<file path="config.mk">
export PLATFORM = sky130hd
export DESIGN_NAME = shift_exec_stage_flat
export DESIGN_NICKNAME = d
export VERILOG_FILES = /design/src/rtl/shift_exec_if.sv /design/src/rtl/shift_exec_stage.sv /design/src/flat_wrapper.sv
export SDC_FILE = /design/constraint.sdc
export NUM_CORES = 1
export LEC_CHECK = 0
export ABC_AREA = 1
export CORE_AREA = 2 2 88 90
export DETAILED_ROUTE_END_ITERATION = 10
export DIE_AREA = 0 0 90 92
export RECOVER_POWER = 25
export REMOVE_ABC_BUFFERS = 1
export SYNTH_ARGS = -nofsm -noshare
export SYNTH_HDL_FRONTEND = slang
export SYNTH_SLANG_ARGS = --single-unit
</file>
<file path="constraint.sdc">
create_clock -name clk -period 0.9 [get_ports clk]
set_input_delay 0.135 -clock clk [delete_from_list [all_inputs] [get_ports clk]]
set_output_delay 0.135 -clock clk [all_outputs]
set_load 0.03 [all_outputs]
</file>
<file path="src/rtl/shift_exec_if.sv">
// Operand, shifter-control and result bus of the shift execute stage.
// Valid/ready: a transfer happens on a rising edge where valid & ready are both high;
// valid and its payload stay stable while ready is low, and ready never depends on valid.
interface shift_exec_if #(
  parameter int WIDTH = 16
);
  logic             InValid;
  logic             InReady;
  logic [3:0]       Opcode;
  logic [WIDTH-1:0] SrcData;
  logic [3:0]       Imm;
  logic [3:0]       DstReg;
  logic             Flush;
  logic [WIDTH-1:0] ShIn;
  logic [3:0]       ShVal;
  logic [1:0]       ShMode;
  logic [WIDTH-1:0] ShResult;
  logic             OutValid;
  logic             OutReady;
  logic [WIDTH-1:0] Result;
  logic [3:0]       OutDstReg;
  logic             IllegalOp;
  logic             ZFlag;
  logic             ZFlagWe;

  modport master (
    output InValid, Opcode, SrcData, Imm, DstReg, Flush, ShResult, OutReady,
    input  InReady, ShIn, ShVal, ShMode, OutValid, Result, OutDstReg,
           IllegalOp, ZFlag, ZFlagWe
  );

  modport slave (
    input  InValid, Opcode, SrcData, Imm, DstReg, Flush, ShResult, OutReady,
    output InReady, ShIn, ShVal, ShMode, OutValid, Result, OutDstReg,
           IllegalOp, ZFlag, ZFlagWe
  );
endinterface

</file>
<file path="src/rtl/shift_exec_stage.sv">
// Two-entry execute stage for SLL/SRA/ROR: stage A drives the external shifter,
// stage B holds its result for writeback and maintains the Z flag.
module shift_exec_stage #(
  parameter int WIDTH    = 16,
  parameter bit ZFLAG_EN = 1'b1
) (
  input logic         clk,
  input logic         rst_n,
  shift_exec_if.slave bus
);

  if (WIDTH != 16) begin : g_bad_width
    $error("shift_exec_stage: WIDTH must be 16 to match the shifter");
  end

  localparam logic [3:0] OP_SLL = 4'b0100;
  localparam logic [3:0] OP_SRA = 4'b0101;
  localparam logic [3:0] OP_ROR = 4'b0110;

  logic             a_valid;
  logic             a_illegal;
  logic [3:0]       a_dst;
  logic             b_valid;
  logic             advance_a;
  logic             accept;
  logic             drain;
  logic [1:0]       dec_mode;
  logic             dec_legal;
  logic [WIDTH-1:0] zero_word;

  assign zero_word     = '0;
  assign advance_a     = a_valid & (~b_valid | bus.OutReady);
  assign bus.InReady   = ~bus.Flush & (~a_valid | advance_a);
  assign accept        = bus.InValid & bus.InReady;
  assign drain         = b_valid & bus.OutReady;
  assign bus.OutValid  = b_valid;

  // Illegal opcodes decode to a zero-distance SLL so the operand passes through untouched.
  always_comb begin
    dec_mode  = 2'd0;
    dec_legal = 1'b1;
    case (bus.Opcode)
      OP_SLL:  dec_mode = 2'd0;
      OP_SRA:  dec_mode = 2'd1;
      OP_ROR:  dec_mode = 2'd2;
      default: dec_legal = 1'b0;
    endcase
  end

  always_ff @(posedge clk or negedge rst_n) begin
    if (!rst_n) begin
      a_valid    <= 1'b0;
      a_illegal  <= 1'b0;
      a_dst      <= 4'd0;
      bus.ShIn   <= '0;
      bus.ShVal  <= 4'd0;
      bus.ShMode <= 2'd0;
    end else if (bus.Flush) begin
      a_valid <= 1'b0;
    end else if (accept) begin
      a_valid    <= 1'b1;
      a_illegal  <= ~dec_legal;
      a_dst      <= bus.DstReg;
      bus.ShIn   <= bus.SrcData;
      bus.ShVal  <= dec_legal ? bus.Imm : 4'd0;
      bus.ShMode <= dec_mode;
    end else if (advance_a) begin
      a_valid <= 1'b0;
    end
  end

  // A refill of B takes priority over its drain so a full pipe keeps streaming.
  always_ff @(posedge clk or negedge rst_n) begin
    if (!rst_n) begin
      b_valid       <= 1'b0;
      bus.Result    <= '0;
      bus.OutDstReg <= 4'd0;
      bus.IllegalOp <= 1'b0;
    end else if (bus.Flush) begin
      b_valid <= 1'b0;
    end else if (advance_a) begin
      b_valid       <= 1'b1;
      bus.Result    <= bus.ShResult;
      bus.OutDstReg <= a_dst;
      bus.IllegalOp <= a_illegal;
    end else if (drain) begin
      b_valid <= 1'b0;
    end
  end

  always_ff @(posedge clk or negedge rst_n) begin
    if (!rst_n) begin
      bus.ZFlag   <= 1'b0;
      bus.ZFlagWe <= 1'b0;
    end else if (!bus.Flush && drain && !bus.IllegalOp && ZFLAG_EN) begin
      bus.ZFlag   <= (bus.Result == zero_word);
      bus.ZFlagWe <= 1'b1;
    end else begin
      bus.ZFlagWe <= 1'b0;
    end
  end

endmodule

</file>
<file path="src/flat_wrapper.sv">
// flat-port wrapper written by rule: the top's interface ports become plain ports
module shift_exec_stage_flat 
#(
  parameter int WIDTH    = 16,
  parameter bit ZFLAG_EN = 1'b1
)
  (clk, rst_n, bus_InValid, bus_Opcode, bus_SrcData, bus_Imm, bus_DstReg, bus_Flush, bus_ShResult, bus_OutReady, bus_InReady, bus_ShIn, bus_ShVal, bus_ShMode, bus_OutValid, bus_Result, bus_OutDstReg, bus_IllegalOp, bus_ZFlag, bus_ZFlagWe);
  shift_exec_if #(.WIDTH(WIDTH)) bus_i ();
  input logic clk;
  input logic rst_n;
  input wire logic [$bits(bus_i.InValid)-1:0] bus_InValid;
  input wire logic [$bits(bus_i.Opcode)-1:0] bus_Opcode;
  input wire logic [$bits(bus_i.SrcData)-1:0] bus_SrcData;
  input wire logic [$bits(bus_i.Imm)-1:0] bus_Imm;
  input wire logic [$bits(bus_i.DstReg)-1:0] bus_DstReg;
  input wire logic [$bits(bus_i.Flush)-1:0] bus_Flush;
  input wire logic [$bits(bus_i.ShResult)-1:0] bus_ShResult;
  input wire logic [$bits(bus_i.OutReady)-1:0] bus_OutReady;
  output wire logic [$bits(bus_i.InReady)-1:0] bus_InReady;
  output wire logic [$bits(bus_i.ShIn)-1:0] bus_ShIn;
  output wire logic [$bits(bus_i.ShVal)-1:0] bus_ShVal;
  output wire logic [$bits(bus_i.ShMode)-1:0] bus_ShMode;
  output wire logic [$bits(bus_i.OutValid)-1:0] bus_OutValid;
  output wire logic [$bits(bus_i.Result)-1:0] bus_Result;
  output wire logic [$bits(bus_i.OutDstReg)-1:0] bus_OutDstReg;
  output wire logic [$bits(bus_i.IllegalOp)-1:0] bus_IllegalOp;
  output wire logic [$bits(bus_i.ZFlag)-1:0] bus_ZFlag;
  output wire logic [$bits(bus_i.ZFlagWe)-1:0] bus_ZFlagWe;
  assign bus_i.InValid = bus_InValid;
  assign bus_i.Opcode = bus_Opcode;
  assign bus_i.SrcData = bus_SrcData;
  assign bus_i.Imm = bus_Imm;
  assign bus_i.DstReg = bus_DstReg;
  assign bus_i.Flush = bus_Flush;
  assign bus_i.ShResult = bus_ShResult;
  assign bus_i.OutReady = bus_OutReady;
  assign bus_InReady = bus_i.InReady;
  assign bus_ShIn = bus_i.ShIn;
  assign bus_ShVal = bus_i.ShVal;
  assign bus_ShMode = bus_i.ShMode;
  assign bus_OutValid = bus_i.OutValid;
  assign bus_Result = bus_i.Result;
  assign bus_OutDstReg = bus_i.OutDstReg;
  assign bus_IllegalOp = bus_i.IllegalOp;
  assign bus_ZFlag = bus_i.ZFlag;
  assign bus_ZFlagWe = bus_i.ZFlagWe;
  shift_exec_stage #(.WIDTH(WIDTH), .ZFLAG_EN(ZFLAG_EN)) u_core (.clk(clk), .rst_n(rst_n), .bus(bus_i));
endmodule
</file>
After elaboration in Yosys (flattened, before gate mapping) --
Cells that the tools add are included.
Operators by class: equality and inequality tests 3, multiplexer cells 10, bitwise operators 10, reductions and logical operators 10
Operators by type and width (number):
- zero test 16 bit | 1
- == test 4 x 3 -> 1 bit (second input constant) | 3
- two-way mux 1 bit | 8
- nonzero test 3 bit | 2
- bitwise AND 1 bit | 4
- two-way mux 4 bit | 1
- NOT 1 bit | 4
- case mux 2 bit (2 select lines) | 1
- AND reduction 2 bit | 2
- OR reduction 3 bit | 1
- logical AND 1 bit | 2
- zero test 1 bit | 2
- OR 1 bit | 2
Storage, ports and cells: register bits after elaboration 52, output and inout port bits 47, word-level logic and storage cells 45

Longest topological paths before layout --
word-level depth 8, depth in mapped cells 6

Worst setup path after synthesis --
No wires, ideal clock.
path type reg-to-reg, from register u_core.b_valid, in the netlist u_core.bus.OutValid, to register u_core.a_valid, arrival time 1.097 ns, slack -0.326 ns, cell stages (with the launch flop) 5, buffers on the path 1, clock period less this slack 1.226 ns, path through dfrtp_1 -> nand3_2 -> nand3_4 -> buf_2 -> o31ai_1
On the way: cells in the longest elaborated chain, start to end 8, elaborated cells on any way between the ends 9
Ends and longest elaborated chain:
- start, declared | line shift_exec_stage.sv:23 | logic b_valid;
- start signal, assigned | line shift_exec_stage.sv:75 | b_valid <= 1'b0;
- start signal, assigned | line shift_exec_stage.sv:80 | b_valid <= 1'b0;
- start signal, assigned | line shift_exec_stage.sv:82 | b_valid <= 1'b1;
- NOT 1 bit (*) | line shift_exec_stage.sv:32 | assign advance_a = a_valid & (~b_valid | bus.OutReady);
- OR 1 bit (*) | line shift_exec_stage.sv:32
- bitwise AND 1 bit (*) | line shift_exec_stage.sv:32
- OR 1 bit | line shift_exec_stage.sv:33 | assign bus.InReady = ~bus.Flush & (~a_valid | advance_a);
- bitwise AND 1 bit | line shift_exec_stage.sv:33
- bitwise AND 1 bit | line shift_exec_stage.sv:34 | assign accept = bus.InValid & bus.InReady;
- two-way mux 1 bit | line shift_exec_stage.sv:60 | end else if (accept) begin
- two-way mux 1 bit | line shift_exec_stage.sv:58 | end else if (bus.Flush) begin
- end signal, assigned | line shift_exec_stage.sv:59 | a_valid <= 1'b0;
- end signal, assigned | line shift_exec_stage.sv:61 | a_valid <= 1'b1;
- end signal, assigned | line shift_exec_stage.sv:68 | a_valid <= 1'b0;
- end, declared | line shift_exec_stage.sv:20 | logic a_valid;
Mark *: on every way between the ends. The rest lies on a longest branch, timed or not. A chain may end at the register's enable or synchronous reset.

Worst setup path after layout --
from register u_core.b_valid, in the netlist u_core.bus.OutValid, to output bus_InReady
On the way: cells in the longest elaborated chain, start to end 5
Ends and longest elaborated chain:
- NOT 1 bit | line shift_exec_stage.sv:32
- OR 1 bit | line shift_exec_stage.sv:32
- bitwise AND 1 bit | line shift_exec_stage.sv:32
- OR 1 bit | line shift_exec_stage.sv:33
- bitwise AND 1 bit | line shift_exec_stage.sv:33
- end, declared | line flat_wrapper.sv:19 | output wire logic [$bits(bus_i.InReady)-1:0] bus_InReady;
No other way between the ends.

==> run_summary.xml <==
<?xml version="1.0" encoding="UTF-8"?>
<metrics>
  <group name="sta">
    <metric name="fin_ws" unit="ps">-266.9</metric>
    <metric name="tns" unit="ps">-15730</metric>
    <metric name="measured_slew_at_the_worst_slew_check_pin" unit="ps">459.8</metric>
    <metric name="slew-limit-headroom" unit="">0.6935</metric>
    <metric name="report.final.hold_viol_count" unit="">0</metric>
    <metric name="fin_crit_sh" unit="">1.297</metric>
    <metric name="maxClockFrequency" unit="GHz">0.8570</metric>
    <metric name="finalSetupViolCount" unit="">98</metric>
    <metric name="hold-worst-slack" unit="ps">186.2</metric>
    <metric name="unrepaired_setup_endpoints_after_global_routing" unit="">yes</metric>
    <metric name="drv_slew" unit="">0</metric>
    <metric name="period_needed" unit="ps">1167</metric>
    <metric name="final.setup_skew" unit="ps">5.694</metric>
  </group>
  <group name="synth">
    <metric name="synth-seq-area-share" unit="">0.6089</metric>
    <metric name="postSynthAreaPerCell" unit="um^2">8.904</metric>
    <metric name="post_synthesis_cell_area" unit="um^2">2137</metric>
    <metric name="yosysWarningCount" unit="">0</metric>
    <metric name="post_synth_inst_count" unit="">240</metric>
    <metric name="synth.lib_cells_used.distinct" unit="">18</metric>
    <metric name="ys_seq_elements" unit="">52</metric>
  </group>
  <group name="setup_path">
    <metric name="ff2ff_path_depth" unit="">6</metric>
    <metric name="critical_path.slowest_cell" unit="">dfrtp_1</metric>
    <metric name="register_to_register_setup_slack" unit="ps">-250</metric>
    <metric name="worst_r2r_startpoint" unit="">u_core.bus.OutValid</metric>
    <metric name="crit_path_cell_trace" unit="">nand3_2, nand2_1, inv_1, buf_6</metric>
    <metric name="r2r-end" unit="">u_core.bus.Result[0]</metric>
    <metric name="startpoint_type_of_the_worst_setup_path" unit="">flip-flop</metric>
    <metric name="worstPathRequired" unit="ps">760</metric>
    <metric name="critical_path.max_fanout" unit="">3</metric>
    <metric name="peak_per_stage_delay_on_the_critical_path" unit="ps">410</metric>
    <metric name="end_kind" unit="">primary output</metric>
    <metric name="worst-endpoint-arrival" unit="ps">1030</metric>
    <metric name="crit_type" unit="">reg -&gt; out</metric>
  </group>
  <group name="outcome">
    <metric name="failed_checks" unit="">negative setup slack</metric>
    <metric name="status" unit="">finished with violations</metric>
  </group>
  <group name="drt">
    <metric name="number_of_antenna_violating_nets_in_the_routed_design" unit="">0</metric>
    <metric name="routed_wire_length_per_instance" unit="um">10.93</metric>
    <metric name="drc" unit="">0</metric>
    <metric name="firstDrtPassIters" unit="">4</metric>
    <metric name="drt-initial-drc-count" unit="">57</metric>
    <metric name="via_per_inst" unit="">4.129</metric>
    <metric name="routed_wirelength" unit="um">5267</metric>
    <metric name="routed-via-count" unit="">1990</metric>
  </group>
  <group name="pwr">
    <metric name="p_comb_frac" unit="">0.383</metric>
    <metric name="clock_power_share" unit="">0.198</metric>
    <metric name="switching_power_total" unit="mW">2.242</metric>
    <metric name="power.internal" unit="mW">4.750</metric>
    <metric name="power.sequential.fraction" unit="">0.419</metric>
    <metric name="maximum_vdd_drop" unit="mV">0.7155</metric>
    <metric name="leakage" unit="nW">1.944</metric>
    <metric name="switching_share" unit="">0.3207</metric>
    <metric name="cellPowerDensity" unit="nW/um^2">1838</metric>
  </group>
  <group name="cts">
    <metric name="clock-sinks" unit="">52</metric>
    <metric name="cts_htree_levels" unit="">2</metric>
    <metric name="cts_tree" unit="">done</metric>
    <metric name="clk-insertion-delay-late" unit="ps">290</metric>
    <metric name="clkTransAtPathRegs" unit="ps">80</metric>
    <metric name="root_buffer" unit="">clkbuf_8</metric>
    <metric name="clockBufferDepth" unit="">2</metric>
    <metric name="numCtsBuffers" unit="">5</metric>
  </group>
  <group name="global_routing">
    <metric name="antenna_found_initial" unit="">0</metric>
    <metric name="grt.met2_usage" unit="">0.2274</metric>
    <metric name="grt_use_total" unit="">0.1301</metric>
    <metric name="grt_use_met1" unit="">0.1537</metric>
    <metric name="first_global_vias" unit="">2014</metric>
    <metric name="grt.overflow.total" unit="">0</metric>
    <metric name="largest_net_degree_at_the_start_of_global_routing" unit="">53</metric>
    <metric name="top_usage_layer" unit="">met2</metric>
    <metric name="grt_use_met3" unit="">0.04601</metric>
    <metric name="grt_first_pass_wirelength" unit="um">8935</metric>
  </group>
  <group name="floorplanning">
    <metric name="core-area" unit="um^2">7447</metric>
    <metric name="initial_utilization" unit="">0.2870</metric>
    <metric name="rows" unit="">32</metric>
    <metric name="floorplan.die_area" unit="um^2">8280</metric>
    <metric name="floorplan.die.width" unit="um">90</metric>
    <metric name="die_y" unit="um">92</metric>
    <metric name="floorplan.io_pins" unit="">96</metric>
  </group>
  <group name="worst_hold_path">
    <metric name="hold_end" unit="">u_core.bus.ZFlagWe</metric>
    <metric name="worstHoldPathType" unit="">in -&gt; reg</metric>
    <metric name="hp-start" unit="">bus_OutReady</metric>
    <metric name="timing.hold.worst_path_depth" unit="">3</metric>
  </group>
  <group name="layout">
    <metric name="most_frequent_standard_cell_in_the_layout_excluding_fill_and_tap_cells" unit="">buf_6</metric>
    <metric name="syn2layout_area_growth" unit="%">78.04</metric>
    <metric name="antenna_cells_inserted" unit="">0</metric>
    <metric name="final.fill_count" unit="">723</metric>
    <metric name="nNetsFinal" unit="">429</metric>
    <metric name="layout-drive-gt1-share" unit="">0.3105</metric>
    <metric name="most-common-layout-cells" unit="">buf_6, nand2_1, dfrtp_1</metric>
    <metric name="post-route-util" unit="">0.5109</metric>
    <metric name="final_design_area_no_fill" unit="um^2">3805</metric>
  </group>
  <group name="placed_design">
    <metric name="detailed_place_hpwl" unit="um">3585</metric>
    <metric name="placedInstanceArea" unit="um^2">3261</metric>
    <metric name="gp_congestion" unit="">0.6667</metric>
    <metric name="portBuffers" unit="">95</metric>
    <metric name="preCtsSetupSlack" unit="ps">-428.2</metric>
  </group>
  <group name="flow_run">
    <metric name="max_cap_violations" unit="">0</metric>
  </group>
</metrics>
==> critical path: cells and delay by family, from the launching register on <==
family | cells | cell delay [ps]
flops | 1 | 410
buf+inv | 2 | 180
simple gates | 2 | 140
==> stage by stage <==
stage               total power [mW]  instances
floorplan                      3.944        231
global placement               5.045        451
detailed placement             5.079        451
CTS                            7.012        476
global route                   7.402        482
finish                         6.992        482
==> synth_stat cells (all sizes together) <==
cell type	number	share of area
buf	7	0.021
inv	47	0.083
nor2	12	0.021
o21ai	48	0.11
clkbuf	2	0.0047
nand3	9	0.032
dfrtp	52	0.61
o31ai	2	0.0070
nor3	1	0.0023
nand2	58	0.10
and2	1	0.0029
a21oi	1	0.0023
==> cell families after synthesis <==
logic type             Yosys count  synth area share
AO/OA/AOI/OAI                   51            0.1218
buffers and inverters           56            0.1083
flip-flops                      52            0.6089
AND/OR/NAND/NOR                 81            0.1610
==> layout make-up <==
type / instances / area (um^2) / share of cell area
Clock buffer: 7 / 96.34 / 0.02532
Tap cell: 102 / 127.6 / 0.03354
Timing Repair Buffer: 142 / 1460 / 0.3838
Inverter: 47 / 176.4 / 0.04637
Multi-Input combinational cell: 132 / 643.1 / 0.1690
Sequential cell: 52 / 1301 / 0.3420
==> power by group through the flow <==
| stage | Combinational, mW | Clock, mW | Sequential (mW) |
|---|---|---|---|
| final | 2.68 | 1.38 | 2.93 |
| after global routing | 2.88 | 1.55 | 2.97 |
| after CTS | 2.63 | 1.46 | 2.92 |
| after detailed placement | 2.16 | 0 | 2.92 |
| after global placement | 2.13 | 0 | 2.92 |
| after floorplan | 0.407 | 0 | 3.54 |
==> layer usage <==
metal  wire, um  part of all wire
met4         36            0.0068
met2       2656              0.50
met3        385             0.073
met1       2188              0.42
met5          0                 0
==> how the worst max path moves through the flow <==
stage / cells after the start / slack, ps / start / end
floorplan: 3 / -500 / u_core.bus.OutValid / u_core.bus.OutDstReg[0]
global placement: 7 / -400 / bus_OutReady / u_core.a_dst[1]
detailed placement: 7 / -430 / bus_OutReady / u_core.bus.ShIn[4]
CTS: 4 / -270 / u_core.bus.OutValid / bus_InReady
global route: 6 / -350 / u_core.bus.OutValid / u_core.bus.OutDstReg[0]
finish: 4 / -270 / u_core.bus.OutValid / bus_InReady
==> registers in the layout (all words and copies together) (netlist names) <==
signal,flops
u_core.bus.Result,16
u_core.bus.ShIn,16
u_core.a_dst,4
u_core.bus.OutDstReg,4
u_core.bus.ShVal,4
u_core.bus.ShMode,2
u_core.a_illegal,1
u_core.a_valid,1
u_core.bus.IllegalOp,1
u_core.bus.OutValid,1
u_core.bus.ZFlag,1
u_core.bus.ZFlagWe,1
==> repair_timing <==
action / in CTS / in global routing
hold buffers: 1 / 0
endpoints found under the setup margin: 97 / 99
gates resized for setup: 71 / 11
setup buffers: 17 / 6
hold endpoints to repair: 52 / 0
pin swaps: 5 / 0
No activity file was read; power rests on OpenSTA's default activity.
